$ cat src/rtl/fetch_ctrl_if.sv
// Fetch sequencer bus: instruction-memory request/response side plus the
// decode-facing FIFO head, redirect input and current fetch PC.
interface fetch_ctrl_if;
    logic        imem_req;
    logic [31:0] imem_addr;
    logic        imem_gnt;
    logic        imem_rvalid;
    logic [31:0] imem_rdata;
    logic        redirect;
    logic [31:0] redirect_pc;
    logic        if_valid;
    logic [31:0] if_pc;
    logic [31:0] if_instr;
    logic        if_ready;
    logic [31:0] pc_out;

    modport master (
        output imem_req, imem_addr, if_valid, if_pc, if_instr, pc_out,
        input  imem_gnt, imem_rvalid, imem_rdata, redirect, redirect_pc, if_ready
    );

    modport slave (
        input  imem_req, imem_addr, if_valid, if_pc, if_instr, pc_out,
        output imem_gnt, imem_rvalid, imem_rdata, redirect, redirect_pc, if_ready
    );
endinterface

$ cat src/rtl/fetch_ctrl.sv
// Instruction-fetch sequencer: one outstanding imem request, fetched words
// buffered with their PC in a small FIFO, redirects flush and squash in-flight data.
module fetch_ctrl #(
    parameter logic [31:0] RESET_PC = 32'h0000_0000,
    parameter int          DEPTH    = 2
) (
    input  logic         clk,
    input  logic         rst,
    fetch_ctrl_if.master bus
);
    localparam int AW = (DEPTH > 1) ? $clog2(DEPTH) : 1;
    localparam int CW = $clog2(DEPTH + 1);
    localparam logic [CW-1:0] DEPTH_C = CW'(DEPTH);

    typedef enum logic [1:0] {
        S_REQ   = 2'd0,
        S_WAIT  = 2'd1,
        S_DRAIN = 2'd2
    } state_t;

    state_t        r_state;
    logic [31:0]   r_fetch_pc;
    logic [31:0]   r_req_pc;
    logic [AW-1:0] r_wr_ptr;
    logic [AW-1:0] r_rd_ptr;
    logic [CW-1:0] r_count;
    logic [63:0]   r_mem [DEPTH];

    logic          w_req;
    logic          w_issue;
    logic          w_push;
    logic          w_pop;
    logic          w_valid;
    logic [63:0]   w_head;
    logic [31:0]   w_target;

    // Issue only when a FIFO slot is guaranteed for the response.
    assign w_req    = ~rst & (r_state == S_REQ) & (r_count < DEPTH_C) & ~bus.redirect;
    assign w_issue  = w_req & bus.imem_gnt;
    assign w_push   = (r_state == S_WAIT) & bus.imem_rvalid & ~bus.redirect;
    assign w_valid  = (r_count != '0);
    assign w_pop    = w_valid & bus.if_ready & ~bus.redirect;
    assign w_head   = r_mem[r_rd_ptr];
    assign w_target = bus.redirect_pc & ~32'h3;

    assign bus.imem_req  = w_req;
    assign bus.imem_addr = r_fetch_pc;
    assign bus.if_valid  = w_valid;
    assign bus.if_pc     = w_valid ? w_head[63:32] : '0;
    assign bus.if_instr  = w_valid ? w_head[31:0]  : '0;
    assign bus.pc_out    = r_fetch_pc;

    always_ff @(posedge clk or posedge rst) begin
        if (rst) begin
            r_state    <= S_REQ;
            r_fetch_pc <= RESET_PC;
            r_wr_ptr   <= '0;
            r_rd_ptr   <= '0;
            r_count    <= '0;
        end else if (bus.redirect) begin
            r_fetch_pc <= w_target;
            r_wr_ptr   <= '0;
            r_rd_ptr   <= '0;
            r_count    <= '0;
            // A request still in flight must be drained before issuing again.
            case (r_state)
                S_WAIT:  r_state <= bus.imem_rvalid ? S_REQ : S_DRAIN;
                S_DRAIN: r_state <= bus.imem_rvalid ? S_REQ : S_DRAIN;
                default: r_state <= S_REQ;
            endcase
        end else begin
            case (r_state)
                S_REQ: begin
                    if (w_issue) begin
                        r_fetch_pc <= r_fetch_pc + 32'd4;
                        r_state    <= S_WAIT;
                    end
                end
                S_WAIT:  if (bus.imem_rvalid) r_state <= S_REQ;
                S_DRAIN: if (bus.imem_rvalid) r_state <= S_REQ;
                default: r_state <= S_REQ;
            endcase
            if (w_push) r_wr_ptr <= r_wr_ptr + AW'(1);
            if (w_pop)  r_rd_ptr <= r_rd_ptr + AW'(1);
            case ({w_push, w_pop})
                2'b10:   r_count <= r_count + CW'(1);
                2'b01:   r_count <= r_count - CW'(1);
                default: r_count <= r_count;
            endcase
        end
    end

    always_ff @(posedge clk) begin
        if (w_issue) r_req_pc <= r_fetch_pc;
        if (w_push)  r_mem[r_wr_ptr] <= {r_req_pc, bus.imem_rdata};
    end
endmodule

$ cat src/flat_wrapper.sv
// flat-port wrapper written by rule: the top's interface ports become plain ports
module fetch_ctrl_flat 
#(
    parameter logic [31:0] RESET_PC = 32'h0000_0000,
    parameter int          DEPTH    = 2
)
  (clk, rst, bus_imem_req, bus_imem_addr, bus_if_valid, bus_if_pc, bus_if_instr, bus_pc_out, bus_imem_gnt, bus_imem_rvalid, bus_imem_rdata, bus_redirect, bus_redirect_pc, bus_if_ready);
  fetch_ctrl_if bus_i ();
  input  logic clk;
  input  logic rst;
  output wire logic [$bits(bus_i.imem_req)-1:0] bus_imem_req;
  output wire logic [$bits(bus_i.imem_addr)-1:0] bus_imem_addr;
  output wire logic [$bits(bus_i.if_valid)-1:0] bus_if_valid;
  output wire logic [$bits(bus_i.if_pc)-1:0] bus_if_pc;
  output wire logic [$bits(bus_i.if_instr)-1:0] bus_if_instr;
  output wire logic [$bits(bus_i.pc_out)-1:0] bus_pc_out;
  input wire logic [$bits(bus_i.imem_gnt)-1:0] bus_imem_gnt;
  input wire logic [$bits(bus_i.imem_rvalid)-1:0] bus_imem_rvalid;
  input wire logic [$bits(bus_i.imem_rdata)-1:0] bus_imem_rdata;
  input wire logic [$bits(bus_i.redirect)-1:0] bus_redirect;
  input wire logic [$bits(bus_i.redirect_pc)-1:0] bus_redirect_pc;
  input wire logic [$bits(bus_i.if_ready)-1:0] bus_if_ready;
  assign bus_imem_req = bus_i.imem_req;
  assign bus_imem_addr = bus_i.imem_addr;
  assign bus_if_valid = bus_i.if_valid;
  assign bus_if_pc = bus_i.if_pc;
  assign bus_if_instr = bus_i.if_instr;
  assign bus_pc_out = bus_i.pc_out;
  assign bus_i.imem_gnt = bus_imem_gnt;
  assign bus_i.imem_rvalid = bus_imem_rvalid;
  assign bus_i.imem_rdata = bus_imem_rdata;
  assign bus_i.redirect = bus_redirect;
  assign bus_i.redirect_pc = bus_redirect_pc;
  assign bus_i.if_ready = bus_if_ready;
  fetch_ctrl #(.RESET_PC(RESET_PC), .DEPTH(DEPTH)) u_core (.clk(clk), .rst(rst), .bus(bus_i));
endmodule
$ cat config.mk
export PLATFORM = sky130hd
export DESIGN_NAME = fetch_ctrl_flat
export DESIGN_NICKNAME = d
export VERILOG_FILES = /design/src/rtl/fetch_ctrl_if.sv /design/src/rtl/fetch_ctrl.sv /design/src/flat_wrapper.sv
export SDC_FILE = /design/constraint.sdc
export NUM_CORES = 1
export LEC_CHECK = 0
export CAP_MARGIN = 10
export CELL_PAD_IN_SITES_DETAIL_PLACEMENT = 0
export CELL_PAD_IN_SITES_GLOBAL_PLACEMENT = 1
export CORE_MARGIN = 2
export CORE_UTILIZATION = 38
export DETAILED_ROUTE_END_ITERATION = 8
export PLACE_DENSITY_LB_ADDON = 0.05
export SYNTH_ARGS = -nofsm -noshare
export SYNTH_HDL_FRONTEND = slang
export SYNTH_SLANG_ARGS = --single-unit
$ cat constraint.sdc
create_clock -name clk -period 12.3 [get_ports clk]
set_input_delay 1.23 -clock clk [delete_from_list [all_inputs] [get_ports clk]]
set_output_delay 1.23 -clock clk [all_outputs]
set_load 0.02 [all_outputs]
== Word-level counts from Yosys, hierarchy flattened ==
Memories as Yosys holds them, arrays and structs flattened.
Cells that the tools add are included.

* Bits in writable memories: 128
* Output and inout bits: 130
* Flip-flop bits (word level): 70
* Input port bits: 70
* Memories kept: 1

* Muxes and demuxes: 19
* $add $sub $neg: 5
* Magnitude comparators: 1
* Equal/unequal tests: 6
* Bitwise logic cells: 10
* Reduce and logical (&&, ||, !) cells: 10

{| class="wikitable"
|+ Memories
! name !! depth !! width !! rd ports !! clocked after Yosys merged registers in !! write ports !! RTL line !! RTL
|-
| u_core.r_mem || 2 || 64 || 1 || 0 || 1 || fetch_ctrl.sv:27 || <nowiki>logic [63:0] r_mem [DEPTH];</nowiki>
|}

{| class="wikitable"
|+ Operators by type and width
! cell !! number
|-
| 32-bit 2-to-1 mux || 5
|-
| 32-bit by 3-bit adder with 32-bit output, second input constant || 1
|-
| 2-bit 2-to-1 mux || 6
|-
| 2-bit nonzero test || 5
|-
| 1-bit AND || 8
|-
| 2-bit case mux with 2 select lines || 2
|-
| 1-bit 2-to-1 mux || 6
|-
| 2-bit by 1-bit == test with 1-bit output, second input constant || 2
|-
| 2-bit == test, second input constant || 2
|-
| 2-bit AND reduction || 2
|-
| 3-bit by 1-bit inequality test with 1-bit output, second input constant || 1
|-
| 3-bit by 2-bit inequality test with 1-bit output, second input constant || 1
|-
| 3-bit nonzero test || 1
|-
| 1-bit adder, second input constant || 2
|-
| 2-bit by 1-bit adder with 2-bit output, second input constant || 1
|-
| 2-bit logical NOT || 1
|-
| 2-bit < comparator, second input constant || 1
|-
| 1-bit inverter || 2
|-
| 2-bit OR reduction || 1
|-
| 2-bit by 1-bit subtractor with 2-bit output, second input constant || 1
|}

== Longest topological paths before layout ==
* Word-level depth: 8
* Gate-level depth with buffers: 9

== Worst setup path after synthesis ==
OpenSTA, ideal clock, no wires.

* Kind: in2reg
* From: input bus_redirect
* To: memory u_core.r_mem[1][0], enable pin
* Setup slack: 5520 ps
* Arrival: 6208 ps
* Required time: 11729 ps
* Library setup time: 571 ps
* Cell stages on the path: 3
* Cell sequence: clkbuf_1 > clkbuf_1 > nor3b_1

* Longest elaborated chain between the ends: 4

{| class="wikitable"
|+ Ends and longest elaborated chain
! what !! RTL line !! RTL
|-
| start: declaration || flat_wrapper.sv:20 || <nowiki>input wire logic [$bits(bus_i.redirect)-1:0] bus_redirect;</nowiki>
|-
| 1-bit inverter || fetch_ctrl.sv:40 || <nowiki>assign w_push = (r_state == S_WAIT) & bus.imem_rvalid & ~bus.redirect;</nowiki>
|-
| 1-bit AND || fetch_ctrl.sv:40 ||
|-
| 1-bit 2-to-1 mux || fetch_ctrl.sv:95 || <nowiki>if (w_push) r_mem[r_wr_ptr] <= {r_req_pc, bus.imem_rdata};</nowiki>
|-
| 1-bit 2-to-1 mux (implied by the code) || fetch_ctrl.sv:95 ||
|-
| end: declaration || fetch_ctrl.sv:27 ||
|}

No other way between the ends.

== Worst setup path in the final report ==
* From: input rst
* To: output bus_imem_req

* Longest elaborated chain between the ends: 4

{| class="wikitable"
|+ Ends and longest elaborated chain
! what !! RTL line !! RTL
|-
| start: declaration || flat_wrapper.sv:10 || <nowiki>input logic rst;</nowiki>
|-
| 1-bit inverter || fetch_ctrl.sv:38 || <nowiki>assign w_req = ~rst & (r_state == S_REQ) & (r_count < DEPTH_C) & ~bus.redirect;</nowiki>
|-
| 1-bit AND (3 in a row) || fetch_ctrl.sv:38 ||
|-
| end: declaration || flat_wrapper.sv:11 || <nowiki>output wire logic [$bits(bus_i.imem_req)-1:0] bus_imem_req;</nowiki>
|}

No other way between the ends.

==> results.md <==
- Status: finished, final reports clean
- Clk sinks: between 150 and 200
- Chip height: ~150 um
- CTS tree: built
- Worst hold path type: register to register
- TritonCTS buffer count: 17
- Core ar.: 20900 um^2
- Die ar.: around 22000 um^2
- Area leader, netlist: edfxtp_1
- Area Overhead vs Synth: 31.7%
- MaxCap Viol Count: 0
- #FFs+latches synth: 190
- Post-CTS resize count: 0
- Setup repair bufs after CTS: 0
- RSZ-0062 raised after global routing: no
- Peak VDD IR: between 0.1 and 0.15 mV
- Slew @ Worst Pin: around 1.2 ns
- # port buffers: between 150 and 200
- PwrDens: between 100 and 150 nW/um^2
- Worst-path clk slew: about 0.070 ns
- Fin Hold WS: 0.445 ns
- Initial Util: 38.4%
- Fin crit period: ~4.2 ns
- Syn avg cell area: roughly 14 um^2
- Mapped Area: between 8000 and 9000 um^2
- DRT iter0 DRCs: 308
- Relative slew slack: roughly 23%
- Initial antenna violation count: 0
- Multi-input gate area: approximately 2100 um^2
- Post-DP HPWL: ~12000 um
- Die W: around 150 um
- Leakage: 3.49 nW
- First-pass GRT wire length: roughly 28000 um
- Max clock buf depth: 2
- Rows: 53
- Yosys top cell area share: between 50% and 60%
- Post-route DRC violation count: 0
- Worst Clk Skew: approximately 0.012 ns
- GPL Wtd Cong: 0.759
- Hold Buf Count CTS: 0
- Post-synth ARST share: between 10% and 20%
- Critical path class: input port to output port
- GR Util All Layers: 16.6%
- FF+latch area: roughly 5500 um^2
- Final hold violation count: 0
- Vias in the first global route: between 5000 and 6000
- Largest net degree at the start of global routing: 64
- Worst Path Required: 11.07 ns
- Post-synth EDFFs: ~150
- F_max: 0.237 GHz
- Synth unique cells: 55
- Endpoint type of the worst setup path: output port
- Synth area leaders: edfxtp_1 58%, dfrtp_1 11%, mux2i_1 8.2%
- Max FO, Critical Path: 6
- Worst-Skew Late Latency: 0.43 ns
- Top-count cell post-synth: edfxtp_1
- Worst setup SP type: input port
- WL/cell: roughly 18 um
- N_diodes: 0
- Final setup TNS: 0 ns
- Layout cell share with drive strength beyond 1: approximately 7%
- Final setup violating endpoints: 0
- Sequential cell area fraction in the yosys report: 68.8%
- Period utilisation layout: between 30% and 40%
- First-pass DRT Iterations: 4
- DR vias: around 5100
- I/O pins: 200
- Slew Viols, Final: 0
- Clock root buffer: clkbuf_16
- Layout net count: 816
- Post-DRT Antenna Nets: 0
- GRT Residual Overflow: 0
- H-tree Lvls: 4
- # fillers: between 1500 and 2000
- Final WL: between 15000 and 20000 um
- Data arrival time of the worst path: 2.99 ns
- Post-synth top flop: edfxtp_1
- Post-Synthesis Cells: between 500 and 600
- Commonest cells post-synth: 154 x edfxtp_1, 81 x nor2_1, 66 x mux2i_1, 39 x nand2_1
- Yosys warns: 0
- Avg Vias per Cell: approximately 5
==> worst paths after layout <==
kind / end / startpoint / depth (start not counted) / slack [ns]
max in group asynchronous: u_core.r_rd_ptr / rst / 3 / 10.13
worst min register to register: u_core.r_mem[0][46] / u_core.r_req_pc[14] / 0 / 0.45
min in group asynchronous: u_core.bus.imem_addr[4] / rst / 2 / 1.37
worst min-delay path: u_core.r_mem[0][46] / u_core.r_req_pc[14] / 0 / 0.45
worst max-delay path: bus_imem_req / rst / 3 / 8.08
worst max register to register: u_core.bus.imem_addr[26] / u_core.r_state[1] / 8 / 9.36
==> state kept, by name (all words and copies together), names as in the netlist <==
register / count
u_core.r_count: 2
u_core.r_req_pc: 30
u_core.r_wr_ptr: 1
u_core.r_rd_ptr: 1
u_core.r_state: 2
u_core.bus.imem_addr: 30
u_core.r_mem: 124
==> per-layer routing <==
| metal | share of wire, % | global-route usage, % | up-vias |
|---|---|---|---|
| met5 | 0 | 0 | - |
| met1 | 42 | 21.3 | 2453 |
| li1 | - | - | 2414 |
| met4 | 1.9 | 6.57 | 0 |
| met2 | 50 | 27.4 | 181 |
| met3 | 6.0 | 3.82 | 23 |
==> worst max-delay path, stage by stage <==
cell             delay [ns]
clkdlybuf4s50_1        0.49
nor4b_4                0.51
clkdlybuf4s50_1        0.75
==> where the power goes <==
group / internal [mW] / leakage [nW] / switching, mW
Clock: 0.300 / 0.265 / 0.234
Sequential: 0.715 / 1.83 / 0.0305
Combinational: 0.0754 / 1.40 / 0.0768
==> final cells by class <==
class                   instances  area share, %
clock buffers                  19           4.10
clock inverters                12           1.30
inverters                      11          0.403
multi-input cells             325           20.1
flip-flops and latches        190           52.3
well taps                     275           3.26
repair buffers                198           18.5
==> kinds of logic (layout without fill, tap and decap cells) <==
| family | count (synthesis) | in the layout | share of synthesized area [%] |
|---|---|---|---|
| flops | 190 | 190 | 68.8 |
| fa+ha+maj | 3 | 3 | 0.468 |
| compound gates | 49 | 49 | 4.05 |
| simple gates | 187 | 187 | 11.6 |
| xor+xnor | 12 | 12 | 1.31 |
| mux | 68 | 68 | 8.56 |
| buf+inv | 71 | 240 | 5.17 |
| other cells | 1 | 6 | 0.0467 |
==> per-stage QoR <==
stage | worst slack (ns) | cells | power (mW) | instance area (um^2) | util (%)
2_1_floorplan | 5.52 | 586 | 0.837 | 8050 | -
3_3_place_gp | 8.08 | 999 | 0.910 | 10000 | 47.9
3_5_place_dp | 8.06 | 999 | 0.914 | 10000 | 47.9
4_1_cts | 8.06 | 1030 | 1.45 | 10600 | 50.6
5_1_grt | 7.95 | 1030 | 1.49 | 10600 | 50.6
6_report | 8.08 | 1030 | 1.43 | 10600 | 50.6
==> layout by cell type, fill, tap and decap left out, drive strengths merged, types with 3 or more instances in the layout <==
cell type,instances
o311ai,3
nand3,16
nor4,6
a22oi,5
a21oi,8
edfxtp,154
clkbuf,19
conb,6
a31oi,4
nand4,13
ha,3
nor3,12
clkinvlp,4
nand2,40
clkdlybuf4s50,190
and4,4
dfrtp,36
o21ai,16
buf,8
xnor2,5
nor2,81
inv,14
nor2b,6
xor2,7
mux2i,66
clkinv,3
(Power assumes the default switching activity.)
